[src/rtl/add_serial_pkg.sv]
// Shared types and sizing helpers for the bit-serial adder/subtractor.
package add_serial_pkg;

    // Smallest operand width the serial datapath supports.
    localparam int MIN_WIDTH = 2;

    // Operation sequencing states.
    typedef enum logic [1:0] {
        IDLE = 2'd0,
        RUN  = 2'd1,
        DONE = 2'd2
    } state_t;

    // Bit-counter width: enough to count 0 .. w-1.
    function automatic int cnt_width(input int w);
        return (w < MIN_WIDTH) ? 1 : $clog2(w);
    endfunction

endpackage

[src/rtl/add_serial_nb_fa_cell.sv]
// Purely combinational 1-bit full adder; the single arithmetic slice of the serial adder.
module fa_cell (
    input  logic a,
    input  logic b,
    input  logic ci,
    output logic s,
    output logic co
);

    // Sum and majority carry of the three input bits.
    always_comb begin
        s  = a ^ b ^ ci;
        co = (a & b) | (a & ci) | (b & ci);
    end

endmodule

[src/rtl/add_serial_nb.sv]
// Bit-serial WIDTH-bit adder/subtractor, LSB first, one bit per clock through one fa_cell.
// Optional macro ADD_SERIAL_OVF_EN adds the signed-overflow output V.
import add_serial_pkg::*;

module add_serial_nb #(
    parameter int WIDTH = 8
) (
    input  logic             clk,
    input  logic             rst,
    input  logic             start,
    input  logic [WIDTH-1:0] A,
    input  logic [WIDTH-1:0] B,
    input  logic             Ci,
    input  logic             Sub,
    output logic             busy,
    output logic             done,
    output logic [WIDTH-1:0] S,
    output logic             Cout
`ifdef ADD_SERIAL_OVF_EN
    ,
    output logic             V
`endif
);

    localparam int CNT_W = cnt_width(WIDTH);
    localparam logic [CNT_W-1:0] LAST_BIT = CNT_W'(WIDTH - 1);

    state_t             state_q, state_d;
    logic [CNT_W-1:0]   cnt_q, cnt_d;
    logic [WIDTH-1:0]   a_q, a_d;
    logic [WIDTH-1:0]   b_q, b_d;
    logic [WIDTH-1:0]   s_q, s_d;
    logic               carry_q, carry_d;
    logic               cout_q, cout_d;
`ifdef ADD_SERIAL_OVF_EN
    logic               v_q, v_d;
`endif

    logic               fa_s;
    logic               fa_co;
    logic               accept;
    logic               last_bit;

    // The one full-adder slice always sees the current LSBs and the running carry.
    fa_cell u_fa (
        .a  (a_q[0]),
        .b  (b_q[0]),
        .ci (carry_q),
        .s  (fa_s),
        .co (fa_co)
    );

    // A start is only honoured outside RUN; the last bit is when the counter hits WIDTH-1.
    assign accept   = start && (state_q != RUN);
    assign last_bit = (state_q == RUN) && (cnt_q == LAST_BIT);

    // State and datapath registers, cleared asynchronously by rst.
    always_ff @(posedge clk or posedge rst) begin
        if (rst) begin
            state_q <= IDLE;
            cnt_q   <= '0;
            a_q     <= '0;
            b_q     <= '0;
            s_q     <= '0;
            carry_q <= 1'b0;
            cout_q  <= 1'b0;
`ifdef ADD_SERIAL_OVF_EN
            v_q     <= 1'b0;
`endif
        end else begin
            state_q <= state_d;
            cnt_q   <= cnt_d;
            a_q     <= a_d;
            b_q     <= b_d;
            s_q     <= s_d;
            carry_q <= carry_d;
            cout_q  <= cout_d;
`ifdef ADD_SERIAL_OVF_EN
            v_q     <= v_d;
`endif
        end
    end

    // Next-state sequencing: IDLE -> RUN for WIDTH cycles -> DONE for one cycle.
    always_comb begin
        state_d = state_q;
        case (state_q)
            IDLE:    if (start) state_d = RUN;
            RUN:     if (last_bit) state_d = DONE;
            DONE:    state_d = start ? RUN : IDLE;
            default: state_d = IDLE;
        endcase
    end

    // Datapath next values: capture on accept, shift one bit per RUN cycle, latch flags on the last bit.
    always_comb begin
        cnt_d   = cnt_q;
        a_d     = a_q;
        b_d     = b_q;
        s_d     = s_q;
        carry_d = carry_q;
        cout_d  = cout_q;
`ifdef ADD_SERIAL_OVF_EN
        v_d     = v_q;
`endif
        if (accept) begin
            // Subtraction is A + ~B + 1, so the inverted B and a forced carry are loaded up front.
            a_d     = A;
            b_d     = Sub ? ~B : B;
            carry_d = Sub ? 1'b1 : Ci;
            cnt_d   = '0;
        end else if (state_q == RUN) begin
            s_d     = {fa_s, s_q[WIDTH-1:1]};
            carry_d = fa_co;
            a_d     = a_q >> 1;
            b_d     = b_q >> 1;
            cnt_d   = cnt_q + CNT_W'(1);
            if (last_bit) begin
                cout_d = fa_co;
`ifdef ADD_SERIAL_OVF_EN
                // Carry into the MSB is the running carry at this point.
                v_d    = fa_co ^ carry_q;
`endif
            end
        end
    end

    // Status and result outputs decoded from state and registers.
    always_comb begin
        busy = (state_q == RUN);
        done = (state_q == DONE);
        S    = s_q;
        Cout = cout_q;
`ifdef ADD_SERIAL_OVF_EN
        V    = v_q;
`endif
    end

endmodule

[config.mk]
export PLATFORM = sky130hd
export DESIGN_NAME = add_serial_nb
export DESIGN_NICKNAME = d
export VERILOG_FILES = /design/src/rtl/add_serial_pkg.sv /design/src/rtl/add_serial_nb_fa_cell.sv /design/src/rtl/add_serial_nb.sv
export SDC_FILE = /design/constraint.sdc
export NUM_CORES = 1
export LEC_CHECK = 0
export CELL_PAD_IN_SITES_DETAIL_PLACEMENT = 1
export CELL_PAD_IN_SITES_GLOBAL_PLACEMENT = 2
export CORE_UTILIZATION = 31
export DETAILED_ROUTE_END_ITERATION = 12
export PLACE_DENSITY_LB_ADDON = 0.25
export SYNTH_ARGS = -nofsm -noshare
export SYNTH_HDL_FRONTEND = slang
export SYNTH_SLANG_ARGS = --single-unit
[constraint.sdc]
create_clock -name clk -period 1.5 [get_ports clk]
set_clock_uncertainty 0.05 [all_clocks]
set_input_delay 0.15 -clock clk [delete_from_list [all_inputs] [get_ports clk]]
set_output_delay 0.15 -clock clk [all_outputs]
set_load 0.01 [all_outputs]
==> results.sh, run 1 <==
export IMPL_buffer_type_at_the_clock_tree_root="sky130_fd_sc_hd__clkbuf_8"
export IMPL_fin_tns_setup_ns=0
export IMPL_required_ns=1.30
export IMPL_number_of_failing_setup_endpoints_in_the_final_timing_report=0
export IMPL_clock_sink_count=31
export IMPL_cts_htree_levels=2
export IMPL_synth_ff_latch_count=31
export IMPL_die_w_um=70.1
export IMPL_fill_cells=494
export IMPL_maximum_number_of_pins_on_one_net_before_global_route_repair=35
export IMPL_synthArstFlopShare_pct=100
export IMPL_synth_cells_most_frequent="sky130_fd_sc_hd__nand2_1 (43), sky130_fd_sc_hd__dfrtp_1 (31), sky130_fd_sc_hd__o21ai_0 (18), sky130_fd_sc_hd__mux2i_1 (15), sky130_fd_sc_hd__xor2_1 (7)"
export IMPL_routed_via_density=4.71
export IMPL_hold_viol_final=0
export IMPL_drtPass1Iterations=4
export IMPL_critical_path_max_fanout=3
export IMPL_hpwl_mm=2.20
export IMPL_worst_slew_margin_rel_pct=73.3
export IMPL_total_power_after_layout_mw=3.26
export IMPL_worst_setup_hold_path_clk_slew_ns=0.06
export IMPL_post_synthesis_net_count=164
export IMPL_synth_ff_type="sky130_fd_sc_hd__dfrtp_1"
export IMPL_post_synthesis_share_of_cell_area_spent_on_full_adders_half_adders_and_majority_gates_pct=3.13
export IMPL_design_final_nets=202
export IMPL_max_cap_viol_count=0
export IMPL_tritoncts="yes"
export IMPL_worst_setup_path_start_kind="flip-flop"
export IMPL_wl_per_cell_um=12.9
export IMPL_critPathCaptureType="output pin"
export IMPL_synth_top_family_by_area="simple AND/OR/NAND/NOR gates"
export IMPL_critical_path_n_buffers_inverters=1
export IMPL_routed_wl_mm=2.95
export IMPL_netlist_cell_types=24
export IMPL_master_of_the_slowest_instance_on_the_critical_path="sky130_fd_sc_hd__clkdlybuf4s50_1"
export IMPL_grt_first_pass_wirelength_mm=5.24
export IMPL_ios=32
export IMPL_antenna_violating_nets_post_route=0
export IMPL_number_of_antenna_violations_at_the_first_check_in_global_routing=0
export IMPL_time_the_worst_path_needs_with_i_o_delays_and_setup_ns=1.39
export IMPL_power_leakage_nw=0.908
export IMPL_ctsHoldBuffers=0
export IMPL_synthDominantCellAreaShare_pct=54.0
export IMPL_globalRouteOverflowTotal=0
export IMPL_start_util_pct=32.6
export IMPL_globalplace_congestion=0.717
export IMPL_num_rows=24
export IMPL_final_min_period_over_clock_period_pct=92.9
export IMPL_cp_slowest_stage_delay_ns=0.55
export IMPL_synth_cells=140
export IMPL_post_synth_and_or_nand_nor_area_fraction_pct=14.2
export IMPL_cts_max_path_buffers=2
export IMPL_timing_worst_slew_pin_value_ns=0.401
export IMPL_die_area_mm2=0.00491
export IMPL_synth_area_mux_share_pct=11.5
export IMPL_synth_compound_area_share_pct=7.75
export IMPL_worstPathCellList="clkdlybuf4s50_1"
export IMPL_synth_area_leader_cell="sky130_fd_sc_hd__dfrtp_1"
export IMPL_power_density_mw_per_mm2=1710
export IMPL_area_of_the_multi_input_gates_um2=596
export IMPL_timing_critical_path_arrival_ns=1.19
export IMPL_remaining_drc_errors=0
export IMPL_synthMostInstantiatedCell="sky130_fd_sc_hd__nand2_1"
export IMPL_drive_above_1_share_pct=9.60
export IMPL_number_of_enable_flip_flop_cells_after_synthesis=0
export IMPL_placement_setup_worst_slack_ns=0.0690
export IMPL_clock_fmax_mhz=717
export IMPL_synthTopCellsByArea="sky130_fd_sc_hd__dfrtp_1 (54%), sky130_fd_sc_hd__nand2_1 (11%), sky130_fd_sc_hd__mux2i_1 (10%)"
export IMPL_irDropWorstVdd_mv=0.748
export IMPL_timing_hold_worst_class="input pin to asynchronous set/reset pin"
export IMPL_first_global_vias=1159
export IMPL_port_buffers=31
export IMPL_crit_type="flip-flop to output pin"
export IMPL_yosys_area_share_xor_xnor_pct=4.87
export IMPL_tritoncts_num_buffers=5
export IMPL_area_delta_synth_final_pct=32.2
export IMPL_maxSlewViolCount=0
export IMPL_ys_warnings=0
export IMPL_outcome="completed"
export IMPL_antennaDiodeCount=0
export IMPL_dr_total_vias=1078
export IMPL_detail_route_iter0_violations=52
export IMPL_syn_area_per_cell_um2=10.3
export IMPL_critPathTopFamily="buffers and inverters"
export IMPL_setup_ws_post_layout_ns=0.106
export IMPL_design_core_area_mm2=0.00441
export IMPL_grt_setup_unrepaired="no"
export IMPL_yosysSeqAreaShare_pct=54.0
export IMPL_clkLatencyLatePin_ns=0.27
export IMPL_globalRouteTotalUtil_pct=13.4
export IMPL_chipHeight_um=70.1
export IMPL_layout_area_seq_um2=776
export IMPL_syn_cell_area_mm2=0.00144
-- registers in the layout, summed over array words and instances (netlist names) --
name / count
state_q: 2
b_q: 8
carry_q: 1
cnt_q: 3
a_q: 8
Cout: 1
S: 8
-- layout make-up --
cell class	instances	area share [%]
timing repair buffer	39	20.0
multi-input combinational	98	31.3
clock buffer	6	3.82
inverter	3	0.592
sequential	31	40.8
tap	52	3.42
-- what timing repair did --
item,4_1_cts,5_1_grt
resized for setup,2,0
endpoints found under the setup margin,2,0
hold endpoints to repair,0,0
setup buffers,0,0
-- cell usage in the layout (no fill, tap or decap) --
cell type,instances
sky130_fd_sc_hd__o21ai_0,18
sky130_fd_sc_hd__dlygate4sd2_1,2
sky130_fd_sc_hd__nand3_1,1
sky130_fd_sc_hd__inv_1,2
sky130_fd_sc_hd__clkbuf_1,1
sky130_fd_sc_hd__o22ai_1,1
sky130_fd_sc_hd__ha_1,2
sky130_fd_sc_hd__a21oi_1,1
sky130_fd_sc_hd__nor2_1,1
sky130_fd_sc_hd__and2_4,1
sky130_fd_sc_hd__xor2_1,7
sky130_fd_sc_hd__inv_2,1
sky130_fd_sc_hd__nor3_1,1
sky130_fd_sc_hd__xnor2_1,1
sky130_fd_sc_hd__mux2_4,1
sky130_fd_sc_hd__buf_4,7
sky130_fd_sc_hd__dfrtp_1,31
sky130_fd_sc_hd__mux2i_1,15
sky130_fd_sc_hd__clkdlybuf4s50_1,29
sky130_fd_sc_hd__o21ai_1,2
sky130_fd_sc_hd__fa_1,1
sky130_fd_sc_hd__nand2_1,43
sky130_fd_sc_hd__buf_12,1
sky130_fd_sc_hd__nand2b_4,1
sky130_fd_sc_hd__nor2b_1,1
sky130_fd_sc_hd__clkbuf_8,5
-- per-stage QoR --
stage | cell area [um^2] | instances | hold slack [ns] | utilization, %
finish | 1900 | 229 | 0.214 | 43.1
global route | 1900 | 229 | 0.266 | 43.1
floorplan | 1440 | 140 | 0.204 | -
global placement | 1830 | 223 | 0.412 | 41.5
CTS | 1900 | 229 | 0.230 | 43.1
detailed placement | 1830 | 223 | 0.413 | 41.5
-- routing by layer --
metal | track usage (%) | part of all wire [%] | vias up
li1 | - | - | 528
met1 | 15.9 | 46 | 525
met2 | 23.0 | 49 | 23
met3 | 3.90 | 4.4 | 2
met4 | 4.67 | 0.58 | 0
met5 | 0 | 0 | -
-- cells by family after synthesis --
kind of cell / Yosys count
DFF: 31
buffers and inverters: 11
xor gates and xnor gates: 8
and+or+nand+nor: 49
muxes: 16
AOI/OAI and AO/OA: 22
adders and majority gates: 3
-- worst paths after layout --
path                       endpoint  slack, ns     start  cells after the start
hold / removal                 S[0]       0.21       rst                      3
hold reg to reg                S[0]       0.42      S[0]                      2
max in group asynchronous    a_q[5]       0.89       rst                      3
setup reg to reg               Cout       0.13  cnt_q[0]                      4
min in group clk               S[0]       0.42      S[0]                      2
setup / recovery               S[6]       0.11      S[6]                      1
-- report_power, final --
part | switching [mW] | internal (mW)
clock network | 0.271 | 0.308
registers | 0.221 | 1.19
logic | 0.656 | 0.606
No activity file was read; power rests on OpenSTA's default activity.
==> run 2, diff against run 1 <==
- SLEW_MARGIN: unset -> 20
==> results of run 2 <==
Final layout, timing and power as in run 1 (identical DEF).
